File: src/rtl/pc_sequencer_pkg.sv
// Shared encodings for the PC sequencer: PC operation codes, FSM states
// and the default reset vector.
package pc_defs;

  // Decoded PC operation; 3'b110 and 3'b111 are unused and behave as PC_SEQ.
  typedef enum logic [2:0] {
    PC_SEQ = 3'b000,
    PC_BEQ = 3'b001,
    PC_BNE = 3'b010,
    PC_J   = 3'b011,
    PC_JR  = 3'b100,
    PC_JAL = 3'b101
  } pc_op_e;

  typedef enum logic [1:0] {
    ST_FETCH = 2'b00,
    ST_EXEC  = 2'b01,
    ST_HALT  = 2'b10
  } state_e;

  localparam logic [31:0] RESET_PC_DEFAULT = 32'h0000_0000;

endpackage

File: src/rtl/pc_sequencer_if.sv
// Instruction-memory fetch handshake. The sequencer is the master: it raises
// imem_req with imem_addr, and the memory answers with imem_ack.
interface pc_sequencer_if;

  logic        imem_req;
  logic        imem_ack;
  logic [31:0] imem_addr;

  modport master (
    output imem_req,
    output imem_addr,
    input  imem_ack
  );

  modport slave (
    input  imem_req,
    input  imem_addr,
    output imem_ack
  );

endinterface

File: src/rtl/pc_sequencer_next.sv
// Combinational next-PC selection. Reports whether a non-sequential path was
// selected (taken) and whether a JR target is not word aligned (misalign).
module pc_next
  import pc_defs::*;
(
  input  logic [31:0] pc_plus4,
  input  logic [2:0]  pc_op,
  input  logic        zero_flag,
  input  logic [31:0] imm_ext,
  input  logic [25:0] jump_index,
  input  logic [31:0] rs_value,
  output logic [31:0] next_pc,
  output logic        taken,
  output logic        misalign
);

  logic [31:0] branch_target;
  logic [31:0] jump_target;

  // Branch offset is in words; the shift drops the top two bits, which is the
  // intended modulo-2^32 behaviour.
  assign branch_target = pc_plus4 + (imm_ext << 2);
  assign jump_target   = {pc_plus4[31:28], jump_index, 2'b00};

  // Select the target for the decoded operation; taken flags any non-seq pick.
  always_comb begin
    next_pc  = pc_plus4;
    taken    = 1'b0;
    misalign = 1'b0;
    case (pc_op)
      PC_BEQ: begin
        if (zero_flag) begin
          taken   = 1'b1;
          next_pc = branch_target;
        end
      end
      PC_BNE: begin
        if (!zero_flag) begin
          taken   = 1'b1;
          next_pc = branch_target;
        end
      end
      PC_J, PC_JAL: begin
        taken   = 1'b1;
        next_pc = jump_target;
      end
      PC_JR: begin
        taken    = 1'b1;
        next_pc  = rs_value;
        misalign = (rs_value[1:0] != 2'b00);
      end
      default: begin
        next_pc = pc_plus4;
      end
    endcase
  end

endmodule

File: src/rtl/pc_sequencer.sv
// Multi-cycle PC sequencer: owns the PC, fetches through the imem handshake
// and applies the decoded PC operation once the instruction is executed.
//
// state    | meaning
// ---------+-----------------------------------------------------------
// ST_FETCH | request instruction at pc; leave on accepted handshake
// ST_EXEC  | wait for valid decode without stall; update pc or halt
// ST_HALT  | JR target was misaligned; idle until reset
module pc_sequencer
  import pc_defs::*;
#(
  parameter logic [31:0] RESET_PC = RESET_PC_DEFAULT
) (
  input  logic                 clock,
  input  logic                 reset,
  input  logic [2:0]           pc_op,
  input  logic                 zero_flag,
  input  logic [31:0]          imm_ext,
  input  logic [25:0]          jump_index,
  input  logic [31:0]          rs_value,
  input  logic                 instr_valid,
  input  logic                 stall,
  pc_sequencer_if.master       bus,
  output logic [31:0]          pc,
  output logic [31:0]          pc_plus4,
  output logic                 link_we,
  output logic [31:0]          link_data,
  output logic                 redirect,
  output logic                 misaligned
);

  state_e      state_q, state_d;
  logic [31:0] pc_q, pc_d;
  logic        misaligned_q, misaligned_d;

  logic [31:0] pc_plus4_c;
  logic [31:0] nx_pc;
  logic        nx_taken;
  logic        nx_misalign;
  logic        exec_go;
  logic        imem_req_c;
  logic        link_we_c;
  logic        redirect_c;

  assign pc_plus4_c = pc_q + 32'd4;

  pc_next u_pc_next (
    .pc_plus4   (pc_plus4_c),
    .pc_op      (pc_op),
    .zero_flag  (zero_flag),
    .imm_ext    (imm_ext),
    .jump_index (jump_index),
    .rs_value   (rs_value),
    .next_pc    (nx_pc),
    .taken      (nx_taken),
    .misalign   (nx_misalign)
  );

  // Reset gates the execute qualifier so an instruction in flight is dropped.
  assign exec_go = (state_q == ST_EXEC) && !stall && instr_valid && !reset;

  // Next-state, PC update and the combinational request/pulse outputs.
  always_comb begin
    state_d      = state_q;
    pc_d         = pc_q;
    misaligned_d = misaligned_q;
    imem_req_c   = 1'b0;
    link_we_c    = 1'b0;
    redirect_c   = 1'b0;
    case (state_q)
      ST_FETCH: begin
        imem_req_c = !stall && !reset;
        if (imem_req_c && bus.imem_ack) begin
          state_d = ST_EXEC;
        end
      end
      ST_EXEC: begin
        if (exec_go) begin
          if ((pc_op == PC_JR) && nx_misalign) begin
            // Bad JR target: keep pc pointing at the offending instruction.
            misaligned_d = 1'b1;
            state_d      = ST_HALT;
          end else begin
            pc_d       = nx_pc;
            state_d    = ST_FETCH;
            redirect_c = nx_taken;
            link_we_c  = (pc_op == PC_JAL);
          end
        end
      end
      ST_HALT: begin
        state_d = ST_HALT;
      end
      default: begin
        state_d = ST_FETCH;
      end
    endcase
  end

  // FSM state, PC and sticky halt flag; synchronous reset wins over everything.
  always_ff @(posedge clock) begin
    if (reset) begin
      state_q      <= ST_FETCH;
      pc_q         <= RESET_PC;
      misaligned_q <= 1'b0;
    end else begin
      state_q      <= state_d;
      pc_q         <= pc_d;
      misaligned_q <= misaligned_d;
    end
  end

  assign bus.imem_req  = imem_req_c;
  assign bus.imem_addr = pc_q;
  assign pc            = pc_q;
  assign pc_plus4      = pc_plus4_c;
  assign link_we       = link_we_c;
  assign link_data     = pc_plus4_c;
  assign redirect      = redirect_c;
  assign misaligned    = misaligned_q;

endmodule

File: src/flat_wrapper.sv
// flat-port wrapper written by rule: the top's interface ports become plain ports
module pc_sequencer_flat import pc_defs::*;
#(
  parameter logic [31:0] RESET_PC = RESET_PC_DEFAULT
)
  (clock, reset, pc_op, zero_flag, imm_ext, jump_index, rs_value, instr_valid, stall, pc, pc_plus4, link_we, link_data, redirect, misaligned, bus_imem_req, bus_imem_addr, bus_imem_ack);
  pc_sequencer_if bus_i ();
  input  logic clock;
  input  logic reset;
  input  logic [2:0] pc_op;
  input  logic zero_flag;
  input  logic [31:0] imm_ext;
  input  logic [25:0] jump_index;
  input  logic [31:0] rs_value;
  input  logic instr_valid;
  input  logic stall;
  output logic [31:0] pc;
  output logic [31:0] pc_plus4;
  output logic link_we;
  output logic [31:0] link_data;
  output logic redirect;
  output logic misaligned;
  output wire logic [$bits(bus_i.imem_req)-1:0] bus_imem_req;
  output wire logic [$bits(bus_i.imem_addr)-1:0] bus_imem_addr;
  input wire logic [$bits(bus_i.imem_ack)-1:0] bus_imem_ack;
  assign bus_imem_req = bus_i.imem_req;
  assign bus_imem_addr = bus_i.imem_addr;
  assign bus_i.imem_ack = bus_imem_ack;
  pc_sequencer #(.RESET_PC(RESET_PC)) u_core (.clock(clock), .reset(reset), .pc_op(pc_op), .zero_flag(zero_flag), .imm_ext(imm_ext), .jump_index(jump_index), .rs_value(rs_value), .instr_valid(instr_valid), .stall(stall), .bus(bus_i), .pc(pc), .pc_plus4(pc_plus4), .link_we(link_we), .link_data(link_data), .redirect(redirect), .misaligned(misaligned));
endmodule
File: config.mk
export PLATFORM = sky130hd
export DESIGN_NAME = pc_sequencer_flat
export DESIGN_NICKNAME = d
export VERILOG_FILES = /design/src/rtl/pc_sequencer_pkg.sv /design/src/rtl/pc_sequencer_if.sv /design/src/rtl/pc_sequencer_next.sv /design/src/rtl/pc_sequencer.sv /design/src/flat_wrapper.sv
export SDC_FILE = /design/constraint.sdc
export NUM_CORES = 1
export LEC_CHECK = 0
export CORE_MARGIN = 3
export CORE_UTILIZATION = 42
export CTS_CLUSTER_DIAMETER = 30
export DETAILED_ROUTE_END_ITERATION = 6
export GPL_TIMING_DRIVEN = 0
export PLACE_DENSITY = 0.93
export SETUP_SLACK_MARGIN = 0.15
export SLEW_MARGIN = 20
export SYNTH_ARGS = -nofsm -noshare
export SYNTH_HDL_FRONTEND = slang
export SYNTH_SLANG_ARGS = --single-unit
File: constraint.sdc
create_clock -name clock -period 4.4 [get_ports clock]
set_input_delay 1.32 -clock clock [delete_from_list [all_inputs] [get_ports clock]]
set_output_delay 1.32 -clock clock [all_outputs]
set_load 0.1 [all_outputs]
# Yosys cells after proc, flatten, opt, wreduce, memory -nomap -nowiden
# Index checks and enable logic that the tools add are counted.
# word_totals
mem_count	0
regBits	35
in_bits	99
latchBits	0
wordCells	48
mem_bits_rw	0
out_inout_bits	132
rom_bits	0
# classes
magnitude_cmp	0
div_mod_pow	0
reduce_logical	15
n_shift	0
add_sub_neg	2
eq_ne	9
mul	0
n_mux	18
bitwise_logic	1
# op_table
operator	count
case mux 32 bit (4 select lines)	1
2-to-1 mux 32 bit	2
adder 32 x 3 -> 32 bit, second input constant	1
adder 32 bit	1
2-to-1 mux 1 bit	10
== test 3 x 2 -> 1 bit, second input constant	2
== test 3 bit, second input constant	2
logical AND 1 bit	6
2-to-1 mux 2 bit	3
case mux 2 bit (3 select lines)	1
AND reduction 3 bit	2
!= test 2 x 1 -> 1 bit, second input constant	2
== test 3 x 1 -> 1 bit, second input constant	1
case mux 1 bit (3 select lines)	1
OR reduction 3 bit	1
== test 2 x 1 -> 1 bit, second input constant	1
== test 2 bit, second input constant	1
logical NOT 1 bit	2
logical NOT 2 bit	1
AND reduction 2 bit	1
nonzero test 2 bit	1
OR reduction 2 bit	1
NOT 1 bit	1

# Depth between registers and ports, before layout
# logic_depth
word_depth	6
ltp_mapped	16
ltp_nobuf	15

# Hierarchy
# A second synthesis with hierarchy kept.
# hier_totals
cells_unflattened	684
area_unflattened_um2	4897.2
# by_module_without_submodules
module	area_each_um2	n_inst	cells_per_inst	seq_area_each_um2
pc_next	2547.4	1	375	0.0
pc_sequencer	2349.8	1	309	700.7

# Least setup slack after synthesis
# No wires, ideal clock.
# synth_path
path_type	in2out
startpoint	input port reset
endpoint	output port bus_imem_req
t_arrival_ns	4.535
cell_stages	3
setup_slack_ns	-1.455
path_cell_list	clkbuf_1 -> clkbuf_1 -> nor4_1
# synth_between
elab_chain_len	3
# synth_rtl
element	line	source
start: declaration	flat_wrapper.sv:9	input logic reset;
logical NOT 1 bit	pc_sequencer.sv:72	imem_req_c = !stall && !reset;
logical AND 1 bit	pc_sequencer.sv:72	
2-to-1 mux 1 bit	pc_sequencer.sv:70	case (state_q)
end: declaration	flat_wrapper.sv:23	output wire logic [$bits(bus_i.imem_req)-1:0] bus_imem_req;
# No other way between the ends.

# Worst setup path in the final report
# layout_path
startpoint	register u_core.pc_q[10], in the netlist u_core.bus.imem_addr[10]
endpoint	output port pc_plus4[27]
# layout_between
elab_chain_len	1
# layout_rtl
element	line	source
start: declaration	pc_sequencer.sv:33	logic [31:0] pc_q, pc_d;
start signal: assignment	pc_sequencer.sv:108	pc_q <= pc_d;
adder 32 x 3 -> 32 bit	pc_sequencer.sv:45	assign pc_plus4_c = pc_q + 32'd4;
end: declaration	flat_wrapper.sv:18	output logic [31:0] pc_plus4;
# No other way between the ends.

==> summary.md <==
| Metric | Value |
|---|---|
| Post-synthesis mux area share | 0.219% |
| WL/cell | 21.0 um |
| Clock-pin slew on the worst setup and hold paths | 0.09 ns |
| Gr ovfl total | 0 |
| Leak pwr | 3.30 nW |
| Clock Skew | 0.0114 ns |
| DRT antenna net count | 0 |
| Worst min-delay path class | reg2reg |
| DR vias/cell | 6.14 |
| Io pins | 231 |
| Initial core utilization | 43.7% |
| DP Area | 7560 sq um |
| DRC viols | 0 |
| Tcrit/Tclk final | 96.2% |
| H-tree depth | 2 |
| Yosys synthesis warning count | 0 |
| Placement Rows | 37 |
| Leading cell types in the layout, fill and taps excluded | clkdlybuf4s50_1, buf_4, nor2_1, nand2_1, a21oi_1 |
| Final setup vio count | 0 |
| P per Cell Area | 149 nW/um^2 |
| Initial antenna violation count | 0 |
| Synthesized cell area | 4570 sq um |
| WS Path Type | reg2out |
| Clk Latency, worst-skew pair | 0.31 ns |
| Post-Syn Instances | 616 |
| Fin Setup TNS | 0 ns |
| Worst-Margin Slew | 1.01 ns |
| Min-delay src | u_core.misaligned$_SDFFE_PP0P_ |
| Final hold vios | 0 |
| Largest delay share family, worst path | simple AND/OR/NAND/NOR gates |
| Logic gate share of total power | 42.7% |
| Total Power | 1.18 mW |
| CP Launch Type | flop |
| Largest net degree at the start of global routing | 13 |
| Worst reg2reg setup slack | 0.35 ns |
| Sequential area share after synthesis | 15.3% |
| Multi-input logic area | 3760 sq um |
| Post-layout minimum cycle time | 4.23 ns |
| Placer Congestion | 0.981 |
| CTS Buf Count | 5 |
| Adder-cell share of the synthesized area | 9.74% |
| Worst-case clock buffer depth | 2 |
| Hold path depth | 2 |
| Crit path cell chain | and3_1, nand4_2, or3_1, nor2_1, xor2_4, buf_8, buf_4 |
| Register area | 786 sq um |
| CP peak stage delay | 0.56 ns |
| Post-synth EDFFs | 0 |
| Sinks on Clock Net | 35 |
| Count of cell types in the netlist | 64 |
| Flip-flop and latch count after synthesis | 35 |
| CTS tree | yes |
| Die width | 110 um |
| Max Cap Viol | 0 |
| Slowest stage cell, crit path | or3_1 |
| Pre-antenna DRT Iters | 6 |
| Core area | 10,500 sq um |
| Buffer and inverter count on the worst path | 2 |
| Post-DP HPWL | 16,300 um |
| Post-synth top area share | 15.3% |
| Port Buf Inserts | 226 |
| Sw Pwr | 0.476 mW |
| CP Max Fanout | 5 |
| Syn nets | 750 |
| Die Area | 12,200 sq um |
| Leading area contributor after synthesis | dfxtp_1 |
| Pint | 0.706 mW |
| Status | finished, final reports clean |
| Post-CTS Hold Buffers | 0 |
| R2r endpoint | u_core.bus.imem_addr[31]$_SDFFE_PP0P_ |
| Final Instance Area | 7910 sq um |
| Commonest non-fill, non-tap cell in the layout | clkdlybuf4s50_1 |
| Tot GR Track Use | 32.7% |
| Unrepaired setup endpoints after global routing | true |
| Sw frac | 40.3% |
| Simple-gate share of the synthesized area | 21.9% |
| Clk Tree Root Cell | clkbuf_8 |
| Worst EP arrival | 2.91 ns |
| Top cells by area, synth | dfxtp_1, buf_4, ha_1 |
| Final wirelength | 20,900 um |
| Slew Viols, Final | 0 |
| Critical path depth in cells | 7 |
| Worst Setup End Kind | primary output |
| Maximum vdd drop | 125 uV |
| Fill cells | 737 |
| Post-synthesis compound-gate area fraction | 28.0% |
| Reg2Reg Depth | 15 |
| Syn Area/Cell | 7.42 sq um |
| Clock Power Share | 29.8% |
| Area growth syn-to-layout | 72.9% |
| Synth Area in XOR/XNOR | 9.93% |
| Initial DRC Count | 666 |
| Nets | 996 |
| Reg2reg start | u_core.bus.imem_addr[10]$_SDFFE_PP0P_ |
| Critical Path RT | 3.08 ns |
| Sequential share of power | 27.5% |
| Peak Freq | 0.236 GHz |
| Slew headroom | 32.2% |
| Number of global-route vias before repair | 5,643 |
| WHS Endpoint | u_core.misaligned$_SDFFE_PP0P_ |
| Share of cells above drive strength 1 | 25.8% |
| Ys flop type | dfxtp_1 |
| Combinational family with the most area after synthesis | compound AO/OA/AOI/OAI gates |
| # diodes | 0 |
| First-pass GRT wire length | 30,500 um |
| Ys async rst share | 0% |
| Die span in y | 110 um |
| Vias | 6,129 |
tightest hold or removal path, cell delays in order (launching register included):
cell	delay (ns)
dfxtp_1	0.34
a21oi_1	0.04
nor2_1	0.07
Yosys cell counts (4+ instances only):
| master | n |
|---|---|
| a31oi_1 | 4 |
| nand2_1 | 48 |
| a221o_1 | 18 |
| a221oi_1 | 14 |
| dfxtp_1 | 35 |
| nand3_1 | 15 |
| nor2_1 | 60 |
| and4_1 | 5 |
| nor2b_1 | 4 |
| or3_1 | 5 |
| xnor2_1 | 31 |
| clkbuf_1 | 30 |
| o21ai_0 | 24 |
| a21o_1 | 10 |
| o21a_1 | 4 |
| nand4_1 | 7 |
| buf_4 | 66 |
| inv_1 | 15 |
| a21oi_1 | 39 |
| ha_1 | 34 |
| xor2_1 | 19 |
| o211ai_1 | 5 |
| a211oi_1 | 16 |
| and2_1 | 7 |
| nor3_1 | 26 |
| a311oi_1 | 10 |
| a222oi_1 | 10 |
through the flow:
| stage | worst slack, ns | hold slack (ns) | util, % | std cells |
|---|---|---|---|---|
| final | 0.169 | 0.485 | 75.6 | 999 |
| after global routing | 0.106 | 0.533 | 75.6 | 999 |
| after detailed placement | -1.45 | 0.479 | 72.3 | 978 |
| after global placement | -1.37 | 0.456 | 72.3 | 978 |
| after floorplan | 0.116 | 0.506 | - | 616 |
| after CTS | -0.0187 | 0.501 | 74.0 | 987 |
state kept, by name (all words and copies together) (netlist names):
signal / count
u_core.misaligned: 1
u_core.bus.imem_addr: 32
u_core.state_q: 2
layout make-up:
type	count	area share, %
clock buffer	6	1.19
sequential	35	9.94
clock inverter	2	0.459
buffer	99	8.53
multi-input combinational	466	47.6
inverter	16	0.759
timing repair buffer	239	29.4
tap	136	2.15
what timing repair did:
item                       4_1_cts  5_1_grt
gates cloned                     0        0
buffers inserted                 1       12
gates resized for setup        166       58
pin swaps                        1        7
setup endpoints to repair       61       29
logic make-up after synthesis:
logic type | after synthesis
buffers and inverters | 115
AND/OR/NAND/NOR | 202
flip-flops | 35
AO/OA/AOI/OAI | 177
multiplexers | 1
XOR/XNOR | 51
adder cells (fa/ha/maj) | 35
power groups by stage:
stage	Combinational (mW)	Clock [mW]	Sequential, mW
floorplan	0.269	0	0.362
global placement	0.476	0	0.331
detailed placement	0.484	0	0.332
CTS	0.485	0.352	0.324
global route	0.526	0.362	0.326
finish	0.504	0.352	0.324
layer usage:
metal	part of all wire, %	global-route usage (%)	vias to the layer above	wire, um
met4	2.8	9.85	0	582
met1	41	45.1	2929	8610
met3	9.3	3.90	52	1940
met5	0	0	-	0
met2	47	53.5	423	9820
li1	-	-	2725	-
how the worst max path moves through the flow:
stage / end / start / slack (ns)
CTS: redirect / stall / -0.02
floorplan: u_core.bus.imem_addr[23]$_SDFFE_PP0P_ / u_core.bus.imem_addr[3]$_SDFFE_PP0P_ / 0.12
global route: pc_plus4[25] / u_core.bus.imem_addr[10]$_SDFFE_PP0P_ / 0.11
global placement: redirect / stall / -1.37
finish: pc_plus4[27] / u_core.bus.imem_addr[10]$_SDFFE_PP0P_ / 0.17
detailed placement: redirect / stall / -1.45
No activity file was read; power rests on OpenSTA's default activity.
